==> src/rtl/mouse_shot_ctl.sv <==
// Debounced single-shot trigger with cooldown, ammo tracking and
// press-time cursor capture, running in the 65 MHz mouse clock domain.
// Every output is a register. shot_valid_out is a one-cycle pulse, with no
// back-pressure. shot_xpos_out/shot_ypos_out hold the cursor position from
// the start of the press that produced the shot, and are valid while the pulse is high.
module mouse_shot_ctl #(
    parameter int DEBOUNCE_CYCLES = 65_000,
    parameter int COOLDOWN_CYCLES = 6_500_000,
    parameter int AMMO_MAX        = 3,
    parameter int AW              = $clog2(AMMO_MAX + 1)
) (
    input  logic          clk,
    input  logic          rst,
    input  logic [11:0]   xpos_in,
    input  logic [11:0]   ypos_in,
    input  logic          mouse_left_in,
    input  logic          reload_in,
    output logic          shot_valid_out,
    output logic [11:0]   shot_xpos_out,
    output logic [11:0]   shot_ypos_out,
    output logic [AW-1:0] ammo_out,
    output logic          empty_out,
    output logic          busy_out
);

    // One counter serves both timed states, so it is sized for the longer of the two.
    localparam int MAXC = (DEBOUNCE_CYCLES > COOLDOWN_CYCLES) ? DEBOUNCE_CYCLES : COOLDOWN_CYCLES;
    localparam int CW   = $clog2(MAXC) + 1;

    localparam logic [CW-1:0] DEB_LAST  = CW'(DEBOUNCE_CYCLES - 1);
    localparam logic [CW-1:0] COOL_LAST = CW'(COOLDOWN_CYCLES - 1);
    localparam logic [AW-1:0] AMMO_FULL = AW'(AMMO_MAX);

    typedef enum logic [2:0] {
        IDLE         = 3'd0,
        PRESS        = 3'd1,
        FIRE         = 3'd2,
        COOLDOWN     = 3'd3,
        WAIT_RELEASE = 3'd4
    } state_t;

    state_t        state, state_next;
    logic [CW-1:0] cnt, cnt_next;
    logic [AW-1:0] ammo_next;
    logic          capture;
    logic          fire;

    // Next-state, counter and ammo logic. The counter is cleared whenever a state is entered.
    always_comb begin
        state_next = state;
        cnt_next   = cnt;
        capture    = 1'b0;
        fire       = 1'b0;
        case (state)
            IDLE: begin
                if (mouse_left_in) begin
                    cnt_next = '0;
                    if (ammo_out != '0) begin
                        state_next = PRESS;
                        capture    = 1'b1;
                    end else begin
                        state_next = WAIT_RELEASE;
                    end
                end
            end
            PRESS: begin
                if (!mouse_left_in) begin
                    state_next = IDLE;
                    cnt_next   = '0;
                end else if (cnt == DEB_LAST) begin
                    state_next = FIRE;
                    fire       = 1'b1;
                    cnt_next   = '0;
                end else begin
                    cnt_next = cnt + 1'b1;
                end
            end
            FIRE: begin
                state_next = COOLDOWN;
                cnt_next   = '0;
            end
            COOLDOWN: begin
                if (cnt == COOL_LAST) begin
                    state_next = WAIT_RELEASE;
                    cnt_next   = '0;
                end else begin
                    cnt_next = cnt + 1'b1;
                end
            end
            WAIT_RELEASE: begin
                if (!mouse_left_in) begin
                    state_next = IDLE;
                    cnt_next   = '0;
                end
            end
            default: begin
                state_next = IDLE;
                cnt_next   = '0;
            end
        endcase

        // A reload takes priority over the decrement for the shot being fired.
        // The decrement is guarded so the count can never wrap below zero.
        if (reload_in) begin
            ammo_next = AMMO_FULL;
        end else if (fire && (ammo_out != '0)) begin
            ammo_next = ammo_out - 1'b1;
        end else begin
            ammo_next = ammo_out;
        end
    end

    // State register, counter, and registered outputs.
    // The pulse and the ammo decrement appear in the same cycle as the FIRE state.
    always_ff @(posedge clk or posedge rst) begin
        if (rst) begin
            state          <= IDLE;
            cnt            <= '0;
            shot_valid_out <= 1'b0;
            shot_xpos_out  <= '0;
            shot_ypos_out  <= '0;
            ammo_out       <= AMMO_FULL;
            empty_out      <= 1'b0;
            busy_out       <= 1'b0;
        end else begin
            state          <= state_next;
            cnt            <= cnt_next;
            shot_valid_out <= fire;
            ammo_out       <= ammo_next;
            empty_out      <= (ammo_next == '0);
            busy_out       <= (state_next != IDLE);
            if (capture) begin
                shot_xpos_out <= xpos_in;
                shot_ypos_out <= ypos_in;
            end
        end
    end

endmodule

==> config.mk <==
export PLATFORM = sky130hd
export DESIGN_NAME = mouse_shot_ctl
export DESIGN_NICKNAME = d
export VERILOG_FILES = /design/src/rtl/mouse_shot_ctl.sv
export SDC_FILE = /design/constraint.sdc
export NUM_CORES = 1
export LEC_CHECK = 0
export ABC_AREA = 1
export BUFFER_PORTS_ARGS = -buffer_cell sky130_fd_sc_hd__buf_2
export CAP_MARGIN = 25
export CORE_UTILIZATION = 60
export CTS_CLUSTER_SIZE = 28
export DETAILED_ROUTE_END_ITERATION = 8
export HOLD_SLACK_MARGIN = 0.1
export PLACE_DENSITY = 0.85
export REMOVE_ABC_BUFFERS = 1
export SLEW_MARGIN = 15
export SYNTH_ARGS = -nofsm -noshare
export SYNTH_HDL_FRONTEND = slang
export SYNTH_SLANG_ARGS = --single-unit
==> constraint.sdc <==
create_clock -name clk -period 2.6 [get_ports clk]
set_input_delay 0.52 -clock clk [delete_from_list [all_inputs] [get_ports clk]]
set_output_delay 0.52 -clock clk [all_outputs]
set_load 0.02 [all_outputs]
==> impl_metrics.json <==
{
  "post_drt_wl_per_cell_um": 12.2,
  "setup_violations": 0,
  "gp_congestion": 0.925,
  "reg2reg_to": "cnt[8]$_DFFE_PP0P_",
  "dp_hpwl_mm": 4.59,
  "slowest_delay_ns": 0.40,
  "final_antenna_net_count": 0,
  "slew_headroom_pct": 61.9,
  "worstPathMaxFanout": 11,
  "seqCellArea_um2": 1400,
  "antenna_cells": 0,
  "holdWs_ns": 0.251,
  "grt_pass1_vias": 2178,
  "nNetsFinal": 434,
  "r2r_slack_ns": 0.68,
  "slowest_stage": "dfrtp_1",
  "n_fill_cell": 359,
  "worstReg2RegStart": "cnt[0]$_DFFE_PP0P_",
  "cts.hold.buffers_added": 0,
  "cts_setup_buffers": 0,
  "drtIter0Drc": 193,
  "grt_use_total_pct": 23.4,
  "grt-ovfl-total": 0,
  "hold_path_class": "primary input to async pin",
  "hold_viol": 0,
  "cp_data_required_time_ns": 2.80,
  "route.detailed.vias_per_inst": 5.01,
  "cts.path.max_buffers": 2,
  "die_area_um2": 5280,
  "synthToLayoutAreaGrowth_pct": 14.8,
  "cp_top_family": "simple AND/OR/NAND/NOR gates",
  "maxCapViolations": 0,
  "drive_above_1_share_pct": 30.9,
  "fin_crit_sh_pct": 74.0,
  "ys_types": 31,
  "ys_warn_count": 0,
  "portBuffers": 56,
  "grt_max_degree": 29,
  "cellLeakagePower_nw": 1.73,
  "clock_skew_ns": 0.0160,
  "firstDrtPassIters": 4,
  "rsz0062_at_grt": "false",
  "clk_latency_ns": 0.31,
  "period_needed_ns": 1.92,
  "htreeDepth": 2,
  "die_h_um": 72.6,
  "critical_path.cell_chain": "ha_1, nand2_2, nor2_4, inv_2, nor2_2, nand3_2, nand2_2, nand2_4, nor2_8, inv_2, nand2_1, inv_1",
  "numCtsBuffers": 5,
  "synthCells": 345,
  "final.setup.tns_ns": 0,
  "cts_tree": "yes",
  "status": "completed",
  "ys_ff_latch": 56,
  "cp.arrival_ns": 2.12,
  "fmax_mhz": 520,
  "synth.yosys.seq_area_share_pct": 46.9,
  "ctsRootBufferMaster": "clkbuf_8",
  "ir_drop_mv": 0.753,
  "path_buf_inv": 3,
  "drv_slew": 0,
  "die_x_um": 72.6,
  "wl_mm": 5.76,
  "grt_first_pass_wirelength_mm": 9.52,
  "startpoint_type": "flip-flop",
  "ioPinCount": 57,
  "clock_sinks": 56,
  "antenna_found_initial": 0,
  "crit_type": "flip-flop to flip-flop",
  "drc": 0,
  "initial_utilization_pct": 63.0,
  "via_count": 2365,
  "syn-cell-area_um2": 2990,
  "multi_input_area_um2": 1310,
  "worst_setup_path_end_kind": "flip-flop",
  "ff2ff_path_depth": 12,
  "core.rowCount": 25,
  "path_clk_slew_ns": 0.10,
  "tightest_slew_ns": 0.571,
  "syn_avg_cell_area_um2": 8.68,
  "power.density_nw_per_um2": 851,
  "cts_resized": 0,
  "core_region_area_um2": 4750
}
==> layout make-up <==
type / instances / share of cell area, %
Clock buffer: 6 / 2.11
Clock inverter: 2 / 1.13
Inverter: 60 / 6.55
Multi-Input combinational cell: 222 / 38.1
Sequential cell: 56 / 40.8
Tap cell: 67 / 2.44
Timing Repair Buffer: 59 / 8.81
==> metrics by stage <==
step           util [%]  power (mW)  instances  cell area, um^2  worst slack (ns)
5_1_grt            72.3        3.10        472             3440             0.560
2_1_floorplan         -        2.03        338             2940             0.546
4_1_cts            72.3        2.95        472             3440             0.682
3_3_place_gp       69.9        2.35        464             3330             0.779
3_5_place_dp       69.9        2.39        464             3330             0.716
6_report           72.3        2.92        472             3440             0.675
==> synthesized netlist by cell type <==
cell type | number | area (um^2)
clkinv_1 | 1 | 3.75
nand2_4 | 1 | 11.3
dfrtp_1 | 54 | 1350
nand4_2 | 1 | 12.5
nor3_2 | 2 | 20.0
xor2_1 | 15 | 131
buf_2 | 4 | 20.0
dfstp_2 | 2 | 52.6
nor2_1 | 41 | 154
nor2_4 | 2 | 22.5
mux2_1 | 8 | 90.1
o31ai_1 | 1 | 7.51
nor2_8 | 1 | 20.0
buf_12 | 1 | 20.0
inv_1 | 48 | 180
nand3_2 | 1 | 10.0
nor2_2 | 14 | 87.6
o21ai_0 | 4 | 20.0
nand2_1 | 68 | 255
nand3_1 | 16 | 80.1
o211ai_1 | 1 | 7.51
xnor2_1 | 3 | 26.3
o21ai_1 | 2 | 10.0
ha_1 | 2 | 25.0
nor3_1 | 3 | 15.0
nand2_2 | 7 | 43.8
buf_4 | 2 | 15.0
inv_2 | 11 | 41.3
mux2_2 | 16 | 180
a21oi_1 | 1 | 5.00
nand4_1 | 12 | 75.1
==> report_power, final <==
part           internal [mW]  leakage, nW  total, mW  switching [mW]
sequential              1.10        0.716       1.21           0.109
clock                  0.291       0.0558      0.564           0.273
combinational          0.423        0.959       1.15           0.726
==> cell families after synthesis <==
group / share of synthesized area [%]
buffers and inverters: 9.36
AND/OR/NAND/NOR: 27.0
flip-flops: 46.9
adder cells (fa/ha/maj): 0.836
multiplexers: 9.03
XOR/XNOR: 5.27
AO/OA/AOI/OAI: 1.67
==> state kept, by name, summed over array words and instances (netlist names) <==
signal	flops
shot_ypos_out	12
ammo_out	2
shot_xpos_out	12
shot_valid_out	1
busy_out	1
cnt	24
state	3
empty_out	1
==> layout by cell type, fill, tap and decap left out, drive strengths merged <==
cell type	count
a21oi	1
nand3	17
clkbuf	6
bufinv	1
dfrtp	54
mux2	24
o211ai	1
nor2	58
xor2	15
ha	2
xnor2	3
buf	59
dfstp	2
inv	60
o21ai	6
nand4	13
clkinv	1
o31ai	1
nand2	76
nor3	5
==> routing by layer <==
layer	routed length, um	GRT usage [%]
met2	2830	38.5
met5	0	0
met3	325	4.70
met4	79	7.63
met1	2530	31.3
==> worst max path at each step <==
| stage | startpoint | slack [ns] | to | cells after the start |
|---|---|---|---|---|
| after floorplan | ammo_out[0]$_DFF_PP1_ | 0.55 | shot_xpos_out[11]$_DFFE_PP0P_ | 5 |
| after global placement | mouse_left_in | 0.78 | cnt[12]$_DFFE_PP0P_ | 11 |
| after detailed placement | cnt[0]$_DFFE_PP0P_ | 0.72 | cnt[8]$_DFFE_PP0P_ | 12 |
| after CTS | cnt[0]$_DFFE_PP0P_ | 0.68 | cnt[8]$_DFFE_PP0P_ | 12 |
| after global routing | cnt[0]$_DFFE_PP0P_ | 0.56 | cnt[8]$_DFFE_PP0P_ | 12 |
| final | cnt[0]$_DFFE_PP0P_ | 0.68 | cnt[8]$_DFFE_PP0P_ | 12 |
Power figures use the tool's default switching activity.
